### src/rtl/mem_burst_master.sv
// Burst master: accepts a read/write burst command and issues one memory request
// per beat (never back-to-back), with a per-request timeout that aborts the burst.
module mem_burst_master #(
    parameter int WIDTH   = 32,
    parameter int DEPTH   = 256,
    parameter int ADDRE   = 8,
    parameter int TIMEOUT = 16
) (
    input  logic             clk_i,
    input  logic             rst_i,
    input  logic             cmd_valid_i,
    output logic             cmd_ready_o,
    input  logic             cmd_wr_i,
    input  logic [ADDRE-1:0] cmd_addr_i,
    input  logic [ADDRE:0]   cmd_len_i,
    input  logic [WIDTH-1:0] wdata_i,
    input  logic             wdata_valid_i,
    output logic             wdata_ready_o,
    output logic [WIDTH-1:0] rdata_o,
    output logic             rdata_valid_o,
    output logic [ADDRE-1:0] addre_o,
    output logic [WIDTH-1:0] write_o,
    output logic             valid_o,
    output logic             wrdata_o,
    input  logic             ready_i,
    input  logic [WIDTH-1:0] read_i,
    output logic             busy_o,
    output logic             done_o,
    output logic             err_o,
    output logic [2:0]       dbg_state_o
);

    localparam int LW   = ADDRE + 1;
    localparam int CNTW = $clog2(TIMEOUT + 1);

    typedef enum logic [2:0] {
        S_IDLE  = 3'd0,
        S_WDATA = 3'd1,
        S_REQ   = 3'd2,
        S_GAP   = 3'd3,
        S_END   = 3'd4
    } state_t;

    state_t           r_state;
    state_t           w_next;
    logic             r_wr;
    logic [ADDRE-1:0] r_addr;
    logic [LW-1:0]    r_len;
    logic [WIDTH-1:0] r_wdata;
    logic [WIDTH-1:0] r_rdata;
    logic             r_rvalid;
    logic             r_done;
    logic             r_err;
    logic [CNTW-1:0]  r_cnt;

    logic             w_accept;
    logic             w_wtake;
    logic             w_beat;
    logic             w_cnt_full;
    logic             w_timeout;
    logic [ADDRE-1:0] w_addr_inc;

    // Handshakes: a transfer happens on the rising edge where both valid and ready
    // are high (cmd_valid_i/cmd_ready_o, wdata_valid_i/wdata_ready_o, valid_o/ready_i).
    assign w_accept   = (r_state == S_IDLE)  && cmd_valid_i;
    assign w_wtake    = (r_state == S_WDATA) && wdata_valid_i;
    assign w_beat     = (r_state == S_REQ)   && ready_i;
    assign w_cnt_full = (r_cnt == CNTW'(TIMEOUT - 1));
    assign w_timeout  = (r_state == S_REQ) && !ready_i && w_cnt_full;
    assign w_addr_inc = (r_addr == ADDRE'(DEPTH - 1)) ? '0 : r_addr + ADDRE'(1);

    assign addre_o       = r_addr;
    assign write_o       = r_wdata;
    assign wrdata_o      = r_wr;
    assign rdata_o       = r_rdata;
    assign rdata_valid_o = r_rvalid;
    assign done_o        = r_done;
    assign err_o         = r_err;
    assign dbg_state_o   = r_state;

    always_ff @(posedge clk_i or posedge rst_i) begin
        if (rst_i) begin
            r_state <= S_IDLE;
        end else begin
            r_state <= w_next;
        end
    end

    always_comb begin
        w_next        = r_state;
        cmd_ready_o   = 1'b0;
        wdata_ready_o = 1'b0;
        valid_o       = 1'b0;
        busy_o        = 1'b1;
        case (r_state)
            S_IDLE: begin
                cmd_ready_o = 1'b1;
                busy_o      = 1'b0;
                if (cmd_valid_i) begin
                    if (cmd_len_i == '0) begin
                        w_next = S_END;
                    end else if (cmd_wr_i) begin
                        w_next = S_WDATA;
                    end else begin
                        w_next = S_REQ;
                    end
                end
            end
            S_WDATA: begin
                wdata_ready_o = 1'b1;
                if (wdata_valid_i) begin
                    w_next = S_REQ;
                end
            end
            S_REQ: begin
                valid_o = 1'b1;
                if (ready_i) begin
                    w_next = (r_len == LW'(1)) ? S_END : S_GAP;
                end else if (w_cnt_full) begin
                    w_next = S_IDLE;
                end
            end
            S_GAP:   w_next = r_wr ? S_WDATA : S_REQ;
            S_END:   w_next = S_IDLE;
            default: w_next = S_IDLE;
        endcase
    end

    // done/err are registered, so they rise in the first IDLE cycle, when busy_o has dropped.
    always_ff @(posedge clk_i or posedge rst_i) begin
        if (rst_i) begin
            r_wr     <= 1'b0;
            r_addr   <= '0;
            r_len    <= '0;
            r_wdata  <= '0;
            r_rdata  <= '0;
            r_rvalid <= 1'b0;
            r_done   <= 1'b0;
            r_err    <= 1'b0;
            r_cnt    <= '0;
        end else begin
            r_done   <= (r_state == S_END);
            r_err    <= w_timeout;
            r_rvalid <= w_beat && !r_wr;
            if (w_accept) begin
                r_wr   <= cmd_wr_i;
                r_addr <= cmd_addr_i;
                r_len  <= cmd_len_i;
            end
            if (w_wtake) begin
                r_wdata <= wdata_i;
            end
            if (w_beat) begin
                r_addr <= w_addr_inc;
                r_len  <= r_len - LW'(1);
                if (!r_wr) begin
                    r_rdata <= read_i;
                end
            end
            if ((r_state == S_REQ) && !ready_i && !w_timeout) begin
                r_cnt <= r_cnt + CNTW'(1);
            end else begin
                r_cnt <= '0;
            end
        end
    end

endmodule

### config.mk
export PLATFORM = sky130hd
export DESIGN_NAME = mem_burst_master
export DESIGN_NICKNAME = d
export VERILOG_FILES = /design/src/rtl/mem_burst_master.sv
export SDC_FILE = /design/constraint.sdc
export NUM_CORES = 1
export LEC_CHECK = 0
export CAP_MARGIN = 10
export CORE_MARGIN = 1
export CORE_UTILIZATION = 30
export DETAILED_ROUTE_END_ITERATION = 8
export GPL_ROUTABILITY_DRIVEN = 0
export GPL_TIMING_DRIVEN = 1
export HOLD_SLACK_MARGIN = 0.06
export PLACE_DENSITY = 0.72
export REMOVE_ABC_BUFFERS = 1
export SLEW_MARGIN = 5
export SYNTH_ARGS = -nofsm -noshare
export SYNTH_HDL_FRONTEND = slang
export SYNTH_SLANG_ARGS = --single-unit
### constraint.sdc
create_clock -name clk_i -period 3 [get_ports clk_i]
set_input_delay 0.6 -clock clk_i [delete_from_list [all_inputs] [get_ports clk_i]]
set_output_delay 0.6 -clock clk_i [all_outputs]
set_load 0.02 [all_outputs]
## Word level (Yosys, flattened, before mapping)

Index checks and enable logic that the tools add are counted.

| word-level totals | value |
|---|---|
| register bits after elaboration | 93 |
| output and inout bits | 83 |

| cells by class | value |
|---|---|
| $add $sub $neg | 3 |
| equality and inequality tests | 10 |
| mux-type cells | 19 |
| bitwise logic cells | 1 |
| reduce and logical (&&, ||, !) cells | 15 |

Operators by type and width:

| kind | number |
|---|---|
| $mux W8 | 3 |
| $mux W3 | 6 |
| $mux W9 | 2 |
| $pmux W3 S4 | 1 |
| $eq A9 B1 Y1 const B | 1 |
| $logic_not A9 Y1 | 1 |
| $sub A9 B1 Y9 const B | 1 |
| $add A8 B1 Y8 const B | 1 |
| $eq A8 B8 Y1 const B | 1 |
| $logic_and A1 B1 Y1 | 7 |
| $eq A3 B2 Y1 const B | 2 |
| $add A5 B1 Y5 const B | 1 |
| $eq A5 B4 Y1 const B | 1 |
| $mux W5 | 1 |
| $mux W1 | 4 |
| $mux W2 | 2 |
| $ne A2 B2 Y1 const B | 2 |
| $eq A3 B1 Y1 const B | 1 |
| $eq A3 B3 Y1 const B | 1 |
| $logic_not A1 Y1 | 3 |
| $logic_not A3 Y1 | 1 |
| $ne A3 B3 Y1 const B | 1 |
| $reduce_and A3 Y1 | 1 |
| $reduce_and A2 Y1 | 1 |
| 2 further kinds | 2 |

## Longest topological paths before layout

| depth | value |
|---|---|
| depth after elaboration | 6 |
| mapped depth | 7 |
| mapped depth without buffers | 6 |

## Least setup slack after synthesis

Ideal clock, no wire load.

| path | value |
|---|---|
| path type | register to output |
| start | register r_state[1], in the netlist dbg_state_o[1] |
| end | output port cmd_ready_o |
| data arrival time | 1.361 ns |
| data required time | 2.400 ns |
| setup slack | 1.039 ns |
| cell stages (with the launch flop) | 4 |
| path buffers | 1 |
| cells stage by stage | dfrtp_1 > buf_6 > or3_1 > inv_1 |

| between the ends | value |
|---|---|
| longest elaborated chain between the ends | 2 |

RTL lines:

| element | RTL line | RTL |
|---|---|---|
| start, declared | 44 | `state_t r_state;` |
| start signal, assigned | 85 | `r_state <= w_next;` |
| $logic_not A3 Y1 | 95 | `case (r_state)` |
| $mux W1 | 95 |  |
| end, declared | 12 | `output logic cmd_ready_o,` |

No other way between the ends.

## Worst setup path after layout

Same ends and word-level chain as after synthesis.

==> flow_metrics.env <==
export IMPL_status="finished clean"
export IMPL_synth_cell_types=55
export IMPL_grt_pass1_vias=3166
export IMPL_synthMuxAreaShare=0.208
export IMPL_fin_crit_sh=0.905
export IMPL_crit_path_cell_trace="buf_4, or3_1, inv_1, clkdlybuf4s50_1"
export IMPL_cts_tree="yes"
export IMPL_io_pins=170
export IMPL_post_route_util=0.474
export IMPL_synth_seq_cells=93
export IMPL_numPortBuffers=169
export IMPL_syn2layout_area_growth_pct=52.0
export IMPL_overflow=0
export IMPL_fmax_mhz=368
export IMPL_worst_slew_pin_slew_ps=666
export IMPL_antenna_found_initial=0
export IMPL_path_max_fanout=10
export IMPL_async_flop_share=1.00
export IMPL_vdd_drop_max_mv=0.365
export IMPL_die_h_um=120
export IMPL_syn_avg_cell_area_um2=13.7
export IMPL_core_um2=13500
export IMPL_cts_resized=0
export IMPL_htreeDepth=3
export IMPL_finalWirelength_mm=10.1
export IMPL_slowest_delay_ps=610
export IMPL_grt_pass1_wl_mm=16.2
export IMPL_synth_seq_area_share=0.554
export IMPL_crit_type="register to primary output"
export IMPL_cap_violations=0
export IMPL_netlist_instances=307
export IMPL_synth_edf_count=0
export IMPL_critPathLaunchType="register"
export IMPL_rsz0062_at_grt="false"
export IMPL_antenna_left=0
export IMPL_end_kind="primary output"
export IMPL_setup_viol=0
export IMPL_syn_area_um2=4200
export IMPL_nets=573
export IMPL_avgRoutedWirePerCell_um=15.2
export IMPL_slew_headroom=0.554
export IMPL_cts_sinks=93
export IMPL_place_hpwl_mm=7.42
export IMPL_crit_slowest_cell="clkdlybuf4s50_1"
export IMPL_grt_max_degree=94
export IMPL_synth_xor_area_frac=0.00417
export IMPL_drv_slew=0
export IMPL_ys_flop_type="dfrtp_1"
export IMPL_cts_hold_buf=0
export IMPL_grt_util_all_layers=0.143
export IMPL_path_clk_slew_ps=60
export IMPL_vias=3123
export IMPL_clk_path_buf_depth=2
export IMPL_synth_compound_area_frac=0.0655
export IMPL_drt_iter0_markers=159
export IMPL_drc=0
export IMPL_synthSimpleGateAreaFrac=0.115
export IMPL_cpLargestDelayFamily="buffers and inverters"
export IMPL_cp_arrival_ps=2110
export IMPL_worst_skew_pair_late_latency_ps=330
export IMPL_vias_per_cell=4.72
export IMPL_crit_buf_inv=3
export IMPL_cts_setup_buffers=0
export IMPL_synth_top_family_by_area="multiplexers"
export IMPL_nFillCells=1220
export IMPL_p_leak_uw=0.00266
export IMPL_antennaDiodeCount=0
export IMPL_clock_skew_ps=3.88
export IMPL_numCtsBuffers=9
export IMPL_hold_violations=0
export IMPL_cts_root_buf="clkbuf_16"
export IMPL_ys_warn_count=0
export IMPL_die_width_um=120
export IMPL_start_util=0.312
export IMPL_fin_crit_ps=2710
export IMPL_hold_class="register to register"
export IMPL_totalNegativeSetupSlack_ps=0
export IMPL_required_ps=2400
export IMPL_drive_gt1_frac=0.202
export IMPL_power_density_nw_per_um2=1070
export IMPL_die_area_um2=14500
export IMPL_drt_first_pass_iters=4
export IMPL_synth_adder_area_share=0.0149
export IMPL_fp_row_count=42
synth_stat cells (2+ instances only):
master / n / area, µm²
a311oi_1: 3 / 26.3
nor3_1: 5 / 25.0
a221o_1: 3 / 30.0
nor3b_1: 2 / 15.0
dfrtp_1: 93 / 2330
mux2_1: 4 / 45.0
inv_1: 7 / 26.3
o21ai_0: 2 / 10.0
mux2i_1: 3 / 30.0
buf_6: 11 / 124
nand3_1: 7 / 35.0
a211oi_1: 5 / 37.5
nor4_1: 2 / 12.5
o22ai_1: 2 / 12.5
mux2_2: 31 / 349
buf_2: 2 / 10.0
and2_1: 3 / 18.8
a31oi_1: 2 / 12.5
a21oi_1: 8 / 40.0
or3_1: 3 / 18.8
nor2_2: 2 / 12.5
nor3_2: 2 / 20.0
nor2_1: 27 / 101
ha_1: 5 / 62.6
mux2_4: 30 / 450
nand2_1: 14 / 52.6
per-layer routing:
metal | GRT usage | part of all wire | routed length [µm]
met3 | 0.0330 | 0.069 | 700
met5 | 0 | 0 | 0
met2 | 0.232 | 0.46 | 4620
met4 | 0.0548 | 0.015 | 149
met1 | 0.186 | 0.46 | 4630
placed cells by master (no fill, tap or decap), types with 3 or more instances in the layout:
cell type,count
clkdlybuf4s50_1,169
dfrtp_1,93
mux2_2,31
mux2_4,30
nor2_1,27
nand2_1,14
clkbuf_16,9
a21oi_1,8
nand3_1,7
inv_1,6
a211oi_1,5
nor3_1,5
ha_1,5
buf_4,5
mux2_1,4
a221o_1,3
a311oi_1,3
mux2i_1,3
or3_1,3
state kept, by name (all words and copies together), names as in the netlist, 3 cells and up:
register / count
r_cnt: 5
addre_o: 8
r_len: 9
rdata_o: 32
dbg_state_o: 3
write_o: 32
power by group:
part | leakage, µW | switching [µW] | internal, µW
sequential | 0.00112 | 422 | 1840
clock | 0.000156 | 482 | 734
combinational | 0.00138 | 1530 | 1830
cell type report:
type	count	area, µm²	share of cell area
inverter	7	27.5	0.00431
timing repair buffer	176	1770	0.277
sequential	93	2330	0.365
clock buffer	9	225	0.0353
tap	176	220	0.0345
clock inverter	7	98.8	0.0155
multi-input combinational	194	1710	0.269
final timing paths:
path                               end  depth (start not counted)      startpoint  slack, ps
max                        cmd_ready_o                          4  dbg_state_o[1]        290
min                           r_cnt[0]                          1        r_cnt[0]        450
max reg2reg                 write_o[2]                          5  dbg_state_o[0]        780
min reg2reg                   r_cnt[0]                          1        r_cnt[0]        450
max in group asynchronous     r_cnt[4]                          3           rst_i       1940
min in group asynchronous  write_o[14]                          3           rst_i        690
through the flow:
step                      hold slack [ps]  std cells  area [µm²]  total power [µW]  setup slack, ps
final                                 451        662        6380              6840              285
after global routing                  504        662        6380              7230              205
after detailed placement              449        646        6060              5660              566
after CTS                             458        662        6380              6900              270
after global placement                442        646        6060              5570              609
after floorplan                       429        294        4070              4090            -20.3
logic make-up after synthesis:
logic type	count (synthesis)
buffers and inverters	20
flip-flops	93
AO/OA/AOI/OAI	38
adder cells (fa/ha/maj)	5
XOR/XNOR	2
multiplexers	68
AND/OR/NAND/NOR	81
Note: power is estimated with default switching activity, not from simulation.
